<file path="src/rtl/ym_bus_sequencer.sv">
// AY/YM PSG bus sequencer: queued address/data writes with SETUP/STROBE/HOLD timing
// on BDIR/BC1/DA, plus in-band chip-select commands consumed between operations.
module ym_bus_sequencer #(
  parameter int SETUP_CYC  = 1,
  parameter int STROBE_CYC = 4,
  parameter int DEPTH      = 4
) (
  input  logic       clk,
  input  logic       reset,
  input  logic       req_valid,
  input  logic       req_kind,
  input  logic [7:0] req_data,
  output logic       req_ready,
  output logic       bdir,
  output logic       bc1,
  output logic [7:0] da,
  output logic       da_oe,
  output logic       ym_0,
  output logic       ym_1,
  output logic       busy
);
  localparam int AW = $clog2(DEPTH);
  localparam logic [3:0] SETUP_LD  = 4'(SETUP_CYC - 1);
  localparam logic [3:0] STROBE_LD = 4'(STROBE_CYC - 1);

  typedef struct packed {
    logic       kind;
    logic [7:0] data;
  } entry_t;

  typedef enum logic [1:0] {IDLE, SETUP, STROBE, HOLD} state_t;

  entry_t        fifo_q [DEPTH];
  logic [AW:0]   wr_ptr_q, rd_ptr_q;
  logic          ready_en_q;
  logic          empty, full, push, pop;
  entry_t        head;

  state_t        state_q, state_d;
  logic [3:0]    cnt_q, cnt_d;
  logic          kind_q, kind_d;
  logic [7:0]    da_q, da_d;
  logic          ym0_q, ym0_d;
  logic          bdir_q, bdir_d, bc1_q, bc1_d, oe_q, oe_d;

  assign empty     = (wr_ptr_q == rd_ptr_q);
  assign full      = (wr_ptr_q[AW] != rd_ptr_q[AW]) &&
                     (wr_ptr_q[AW-1:0] == rd_ptr_q[AW-1:0]);
  // ready_en_q holds req_ready low until the first edge after reset release
  assign req_ready = ready_en_q && !full;
  assign push      = req_valid && req_ready;
  assign head      = fifo_q[rd_ptr_q[AW-1:0]];

  always_ff @(posedge clk) begin
    if (push) fifo_q[wr_ptr_q[AW-1:0]] <= '{kind: req_kind, data: req_data};
  end

  always_ff @(posedge clk or negedge reset) begin
    if (!reset) begin
      wr_ptr_q   <= '0;
      rd_ptr_q   <= '0;
      ready_en_q <= 1'b0;
    end else begin
      ready_en_q <= 1'b1;
      if (push) wr_ptr_q <= wr_ptr_q + 1'b1;
      if (pop)  rd_ptr_q <= rd_ptr_q + 1'b1;
    end
  end

  always_ff @(posedge clk or negedge reset) begin
    if (!reset) begin
      state_q <= IDLE;
      cnt_q   <= '0;
      kind_q  <= 1'b0;
      da_q    <= '0;
      ym0_q   <= 1'b0;
      bdir_q  <= 1'b0;
      bc1_q   <= 1'b0;
      oe_q    <= 1'b0;
    end else begin
      state_q <= state_d;
      cnt_q   <= cnt_d;
      kind_q  <= kind_d;
      da_q    <= da_d;
      ym0_q   <= ym0_d;
      bdir_q  <= bdir_d;
      bc1_q   <= bc1_d;
      oe_q    <= oe_d;
    end
  end

  always_comb begin
    state_d = state_q;
    cnt_d   = cnt_q;
    kind_d  = kind_q;
    da_d    = da_q;
    ym0_d   = ym0_q;
    pop     = 1'b0;
    case (state_q)
      IDLE: if (!empty) begin
        pop = 1'b1;
        // chip-select commands never reach the AY bus
        if (!head.kind && head.data[7:3] == 5'b11111) begin
          ym0_d = head.data[0];
        end else begin
          kind_d  = head.kind;
          da_d    = head.data;
          state_d = SETUP;
          cnt_d   = SETUP_LD;
        end
      end
      SETUP: if (cnt_q == 4'd0) begin
        state_d = STROBE;
        cnt_d   = STROBE_LD;
      end else begin
        cnt_d = cnt_q - 4'd1;
      end
      STROBE: if (cnt_q == 4'd0) begin
        state_d = HOLD;
        cnt_d   = 4'd0;
      end else begin
        cnt_d = cnt_q - 4'd1;
      end
      HOLD: state_d = IDLE;
      default: state_d = IDLE;
    endcase
    // bus pins are registered copies of the next state's levels
    bdir_d = (state_d == STROBE);
    bc1_d  = (state_d == STROBE) && !kind_d;
    oe_d   = (state_d != IDLE);
  end

  assign bdir  = bdir_q;
  assign bc1   = bc1_q;
  assign da    = da_q;
  assign da_oe = oe_q;
  assign ym_0  = ym0_q;
  assign ym_1  = !ym0_q;
  assign busy  = (state_q != IDLE) || !empty;
endmodule

</file>
<file path="config.mk">
export PLATFORM = sky130hd
export DESIGN_NAME = ym_bus_sequencer
export DESIGN_NICKNAME = d
export VERILOG_FILES = /design/src/rtl/ym_bus_sequencer.sv
export SDC_FILE = /design/constraint.sdc
export NUM_CORES = 1
export LEC_CHECK = 0
export CAP_MARGIN = 10
export CORE_MARGIN = 3
export CORE_UTILIZATION = 56
export CTS_BUF_LIST = sky130_fd_sc_hd__clkbuf_8
export DETAILED_ROUTE_END_ITERATION = 6
export HOLD_SLACK_MARGIN = 0.1
export PLACE_DENSITY = 0.84
export SYNTH_ARGS = -nofsm -noshare
export SYNTH_HDL_FRONTEND = slang
export SYNTH_SLANG_ARGS = --single-unit
</file>
<file path="constraint.sdc">
create_clock -name clk -period 5.8 [get_ports clk]
set_input_delay 1.16 -clock clk [delete_from_list [all_inputs] [get_ports clk]]
set_output_delay 1.16 -clock clk [all_outputs]
set_load 0.05 [all_outputs]
</file>
==> results.cfg, run 1 <==
[clock_tree]
post-cts-setup-buffers = 0
clock_latency_ps = 330
root_buffer = clkbuf_8
cts.repair.resized = 0
clkTransAtPathRegs_ps = 60
cts_buffers = 9
cts.sinks = 62
cts-hold-fix-buffers = 0
cts_tree = yes
cts_max_level = 3
clockBufferDepth = 2

[timing]
fin_crit_sh_pct = 68.4
whs_ps = 505
final_hold_viol_count = 0
worst_pin_slew_ps = 724
rsz0062_at_grt = false
timing.final.ws_setup_ps = 1830
post-route-min-period_ps = 3970
slew_headroom_pct = 51.3
fmax_mhz = 252
slew_viol_final = 0
finalSetupTns_ps = 0
fin_skew_ps = 7.51
finalSetupViolCount = 0

[placement]
post-place-ws_ps = 2240
io_buffers = 26
dpl.hpwl_um = 3170
gp_congestion = 0.777

[die]
die-area_sq_um = 5580
ios = 27
start_util_pct = 59.5
dieWidth_um = 74.7
die_h_um = 74.7
core_sq_um = 4440
rows = 24

[power]
power_density_nw_per_um2 = 567
irDropWorstVdd_mv = 0.286
p_leak_nw = 1.26

[synthesis]
synth_edf_count = 36
yosys.area.top_type = edfxtp_1
synthArstFlopShare_pct = 41.9
synth.area.top_cells = edfxtp_1 41%, dfrtp_1 25%, mux4_1 7.0%, ha_1 4.7%, mux2_2 3.4%
synthesis.instances = 165
avgSynthCellArea_sq_um = 16.0
yosys_most_used_dff = edfxtp_1
yosysUniqueCellTypes = 37
synth-seq-cells = 62
synth_nets = 187
yosysTopAreaCellShare_pct = 40.9
yosys_warnings = 0
syn_area_sq_um = 2650
ys_seq_area_share_pct = 65.5

[critical_path]
crit_arrival_ps = 2810
crit_fanout = 12
critPathLaunchType = flop
crit_required_ps = 4640
endpoint_kind = output port
path_class = flop to output port

[route]
via_count = 1481
drt_iter0_markers = 60
post-route-drc-count = 0
wl_um = 4620
wl_per_cell_um = 17.9
dr.pass1.iters = 4
avgViaCountPerCell = 5.74
postRouteAntennaNets = 0

[global_routing]
antenna_found_initial = 0
grt_usage_pct = 19.3
grt_pass1_wl_um = 7670
grt_max_degree = 27
grt_pass1_vias = 1554
overflow = 0

[layout]
n_antenna_cell = 0
layout-drive-gt1-share_pct = 13.6
area_growth_pct = 19.6
nets = 223

[flow_run]
max_cap_violations = 0

[worst_hold_path]
hold_path_class = flop to flop

[outcome]
status = finished clean
-- synth_stat cells, types with 2 or more instances --
| cell | instances |
|---|---|
| and3_1 | 4 |
| nor3_1 | 5 |
| o21a_1 | 2 |
| inv_1 | 12 |
| dfrtp_1 | 26 |
| edfxtp_1 | 36 |
| mux4_1 | 7 |
| ha_1 | 10 |
| mux2_2 | 8 |
| a21oi_1 | 2 |
| nor2_1 | 9 |
| o22ai_1 | 3 |
| o21ai_0 | 3 |
| nand2_1 | 8 |
| mux4_2 | 2 |
| o21bai_4 | 2 |
| xor2_1 | 4 |
| xnor2_1 | 3 |
-- stage by stage --
stage	cell area [sq um]	util (%)	instances	power (mW)
after global placement	2950	66.5	241	1.42
after CTS	3140	70.6	257	1.81
after global routing	3160	71.2	258	1.91
final	3160	71.2	258	1.79
after floorplan	2650	-	165	1.24
after detailed placement	2950	66.5	241	1.45
-- power breakdown --
group / internal, mW / switching [mW] / total, mW
Combinational: 0.333 / 0.451 / 0.783
Clock: 0.191 / 0.154 / 0.346
Sequential: 0.578 / 0.0875 / 0.666
Total: 1.10 / 0.693 / 1.79
-- layer usage --
metal | part of all wire [%] | vias to the layer above | track usage (%) | wire length [um]
li1 | - | 687 | - | -
met1 | 42 | 743 | 23.5 | 1930
met2 | 51 | 37 | 31.3 | 2360
met3 | 4.3 | 14 | 5.87 | 199
met4 | 2.9 | 0 | 9.88 | 134
met5 | 0 | - | 0 | 0
-- critical path: stages (launching register included) --
cell	delay, ps
dfrtp_1	720
xor2_1	270
nor2_1	80
a21boi_0	490
clkdlybuf4s50_1	920
-- layout by cell type, fill, tap and decap left out, types with 3 or more instances in the layout --
| cell | Yosys | layout |
|---|---|---|
| clkbuf_8 | 0 | 9 |
| o21ai_0 | 3 | 3 |
| and3_1 | 4 | 4 |
| clkdlybuf4s50_1 | 0 | 26 |
| o22ai_1 | 3 | 3 |
| nand2_1 | 8 | 8 |
| dfrtp_1 | 26 | 26 |
| nor3_1 | 5 | 5 |
| edfxtp_1 | 36 | 36 |
| nor2_1 | 9 | 9 |
| mux4_1 | 7 | 7 |
| mux2_2 | 8 | 8 |
| xnor2_1 | 3 | 3 |
| xor2_1 | 4 | 4 |
| ha_1 | 10 | 10 |
| inv_1 | 12 | 14 |
-- sequential cells by signal (all words and copies together), names as in the netlist, 2 cells and up --
signal / count
cnt_q: 4
da: 8
fifo_q: 36
rd_ptr_q: 3
state_q: 2
wr_ptr_q: 3
-- path summary, 6_finish.rpt --
kind	startpoint	end	slack (ps)	cells after the start
max reg2reg	rd_ptr_q[0]	fifo_q[1][3]	3270	4
min	da[2]	da[2]	500	1
max in group asynchronous	reset	cnt_q[0]	4170	2
max	rd_ptr_q[0]	req_ready	1830	4
min reg2reg	da[2]	da[2]	500	1
min in group asynchronous	reset	da[3]	1160	1
-- logic make-up (layout without fill, tap and decap cells) --
| kind of cell | after synthesis | in the layout | synth area share (%) |
|---|---|---|---|
| multiplexers | 18 | 18 | 12.6 |
| buffers and inverters | 14 | 55 | 2.32 |
| AND/OR/NAND/NOR | 33 | 33 | 6.43 |
| XOR/XNOR | 7 | 7 | 2.32 |
| flip-flops | 62 | 62 | 65.5 |
| adder cells (fa/ha/maj) | 10 | 10 | 4.73 |
| AO/OA/AOI/OAI | 20 | 20 | 5.96 |
| other | 1 | 1 | 0.142 |
-- layout make-up --
cell class	instances	area, sq um
flip-flops and latches	62	1730
fillers	304	1280
multi-input cells	89	852
repair buffers	27	288
clock buffers	9	124
well taps	52	65.1
clock inverters	7	57.6
inverters	12	45.0
Power figures use the tool's default switching activity.
==> inputs of run 2 (changes only) <==
Clock period 5.8 ns to 3.87 ns, I/O delays scaled along.
==> run 2 against run 1 <==
Against the previous run: first-iteration DRC count increased by 55%; core utilization increased by 0.70 points; sequential power increased by 46%; final cell count increased by 0.39%; combinational power increased by 55%; worst setup slack got worse by 1300 ps; clock skew increased by 3.7 ps; clock-buffer cell count increased by 3; flip-flop and latch count unchanged; final area increased by 0.99%; highest routed layer unchanged.
==> results.cfg, run 2 (synthesized netlist as in run 1, its figures left out) <==
[route]
via_count = 1473
wl_um = 4630
postRouteAntennaNets = 0
post-route-drc-count = 0
avgViaCountPerCell = 5.69
wl_per_cell_um = 17.9
drt_iter0_markers = 93
dr.pass1.iters = 4

[layout]
layout_commonest_cell = edfxtp_1
multi_input_area_sq_um = 852
area_growth_pct = 20.8
final_cell_mix = 36 x edfxtp_1, 26 x dfrtp_1, 26 x clkdlybuf4s50_1, 12 x inv_1, 12 x clkbuf_8
nets = 224
regArea_sq_um = 1730
n_antenna_cell = 0
layout-drive-gt1-share_pct = 15.9
largest_reg_flops = 36
design_area_sq_um = 3190
fillerInstances = 282

[global_routing]
overflow = 0
grt_max_degree = 27
antenna_found_initial = 0
grt_usage_pct = 19.5
grt_pass1_wl_um = 7730
grt_pass1_vias = 1592

[clock_tree]
clockBufferDepth = 2
root_buffer = clkbuf_8
cts_buffers = 9
post-cts-setup-buffers = 0
cts_max_level = 3
cts.repair.resized = 0
clock_latency_ps = 330
cts-hold-fix-buffers = 0
clkTransAtPathRegs_ps = 60
cts_tree = yes
cts.sinks = 62

[flow_run]
max_cap_violations = 0

[critical_path]
crit_arrival_ps = 2570
worstPathCellList = xor2_1 > nor2_1 > a21boi_0 > clkdlybuf4s50_1
crit_fanout = 12
r2r_end = fifo_q[3][7]
endpoint_kind = output port
crit_slowest_cell = clkdlybuf4s50_1
critical_path.max_stage_delay_ps = 900
r2r_slack_ps = 1570
critPathLaunchType = flop
crit_required_ps = 3100
path_class = flop to output port
reg2regPathDepth = 4
reg2reg_from = rd_ptr_q[1]

[timing]
rsz0062_at_grt = false
slew_viol_final = 0
worst_pin_slew_ps = 744
finalSetupTns_ps = 0
final_hold_viol_count = 0
fmax_mhz = 299
fin_crit_sh_pct = 86.5
timing.final.ws_setup_ps = 524
fin_skew_ps = 11.2
finalSetupViolCount = 0
slew_headroom_pct = 49.9
post-route-min-period_ps = 3350

[outcome]
status = finished clean

[placement]
gp_congestion = 0.789
post-place-ws_ps = 895
io_buffers = 26
place_area_sq_um = 2960
dpl.hpwl_um = 3380

[worst_hold_path]
hp-start = wr_ptr_q[2]
hold_depth = 1
hold_path_class = flop to flop
hold_end = wr_ptr_q[2]

[power]
p_leak_nw = 1.28
power_density_nw_per_um2 = 871
finalPower_mw = 2.78
irDropWorstVdd_mv = 0.525

[die]
core_sq_um = 4440
rows = 24
start_util_pct = 59.5
die-area_sq_um = 5580
die_h_um = 74.7
dieWidth_um = 74.7
ios = 27
run 2: changes by cell type in the layout (fill, tap and decap cells not counted):
| cell | previous run | this run |
|---|---|---|
| clkbuf_8 | 9 | 12 |
| clkinv_1 | 2 | 0 |
| inv_1 | 14 | 12 |
| buf_16 | 1 | 0 |
| buf_4 | 0 | 1 |
| buf_8 | 0 | 1 |
| clkinv_4 | 0 | 1 |
| clkinvlp_4 | 1 | 0 |
| inv_6 | 0 | 1 |
run 2: metal layers:
metal  track usage (%)  part of all wire [%]  vias to the layer above
met5                 0                     0                        -
met4              9.68                   3.4                        0
met3              6.01                   3.5                       16
met2              32.6                    53                       37
met1              22.8                    40                      732
li1                  -                     -                      688
run 2: per-stage QoR:
stage | hold slack (ps) | utilization, % | instances
after floorplan | 460 | - | 165
after global placement | 474 | 66.6 | 242
after detailed placement | 494 | 66.6 | 242
after CTS | 506 | 71.5 | 258
after global routing | 514 | 71.9 | 259
final | 505 | 71.9 | 259
run 2: power by group:
group	switching, mW	internal [mW]	total, mW
Sequential	0.107	0.867	0.973
Clock	0.243	0.352	0.595
Combinational	0.709	0.503	1.21
Total	1.06	1.72	2.78
run 2: how the worst max path moves through the flow:
stage | depth (start not counted) | endpoint | slack [ps] | from
detailed placement | 4 | req_ready | 900 | rd_ptr_q[1]
global placement | 4 | req_ready | 930 | rd_ptr_q[1]
floorplan | 5 | fifo_q[3][0] | 860 | rd_ptr_q[0]
finish | 4 | req_ready | 520 | rd_ptr_q[1]
global route | 4 | req_ready | 310 | rd_ptr_q[1]
CTS | 4 | req_ready | 530 | rd_ptr_q[1]
run 2: critical path: cells and delay by family (launching register included):
kind            cells  cell delay (ps)
flops               1              610
buf+inv             1              900
xor+xnor            1              260
compound gates      1              410
simple gates        1               60
run 2: area by class of cell:
class / count / area share (%)
well taps: 52 / 2.04
repair buffers: 28 / 8.85
flip-flops and latches: 62 / 54.2
clock inverters: 4 / 1.65
inverters: 12 / 1.41
multi-input cells: 89 / 26.7
clock buffers: 12 / 5.17
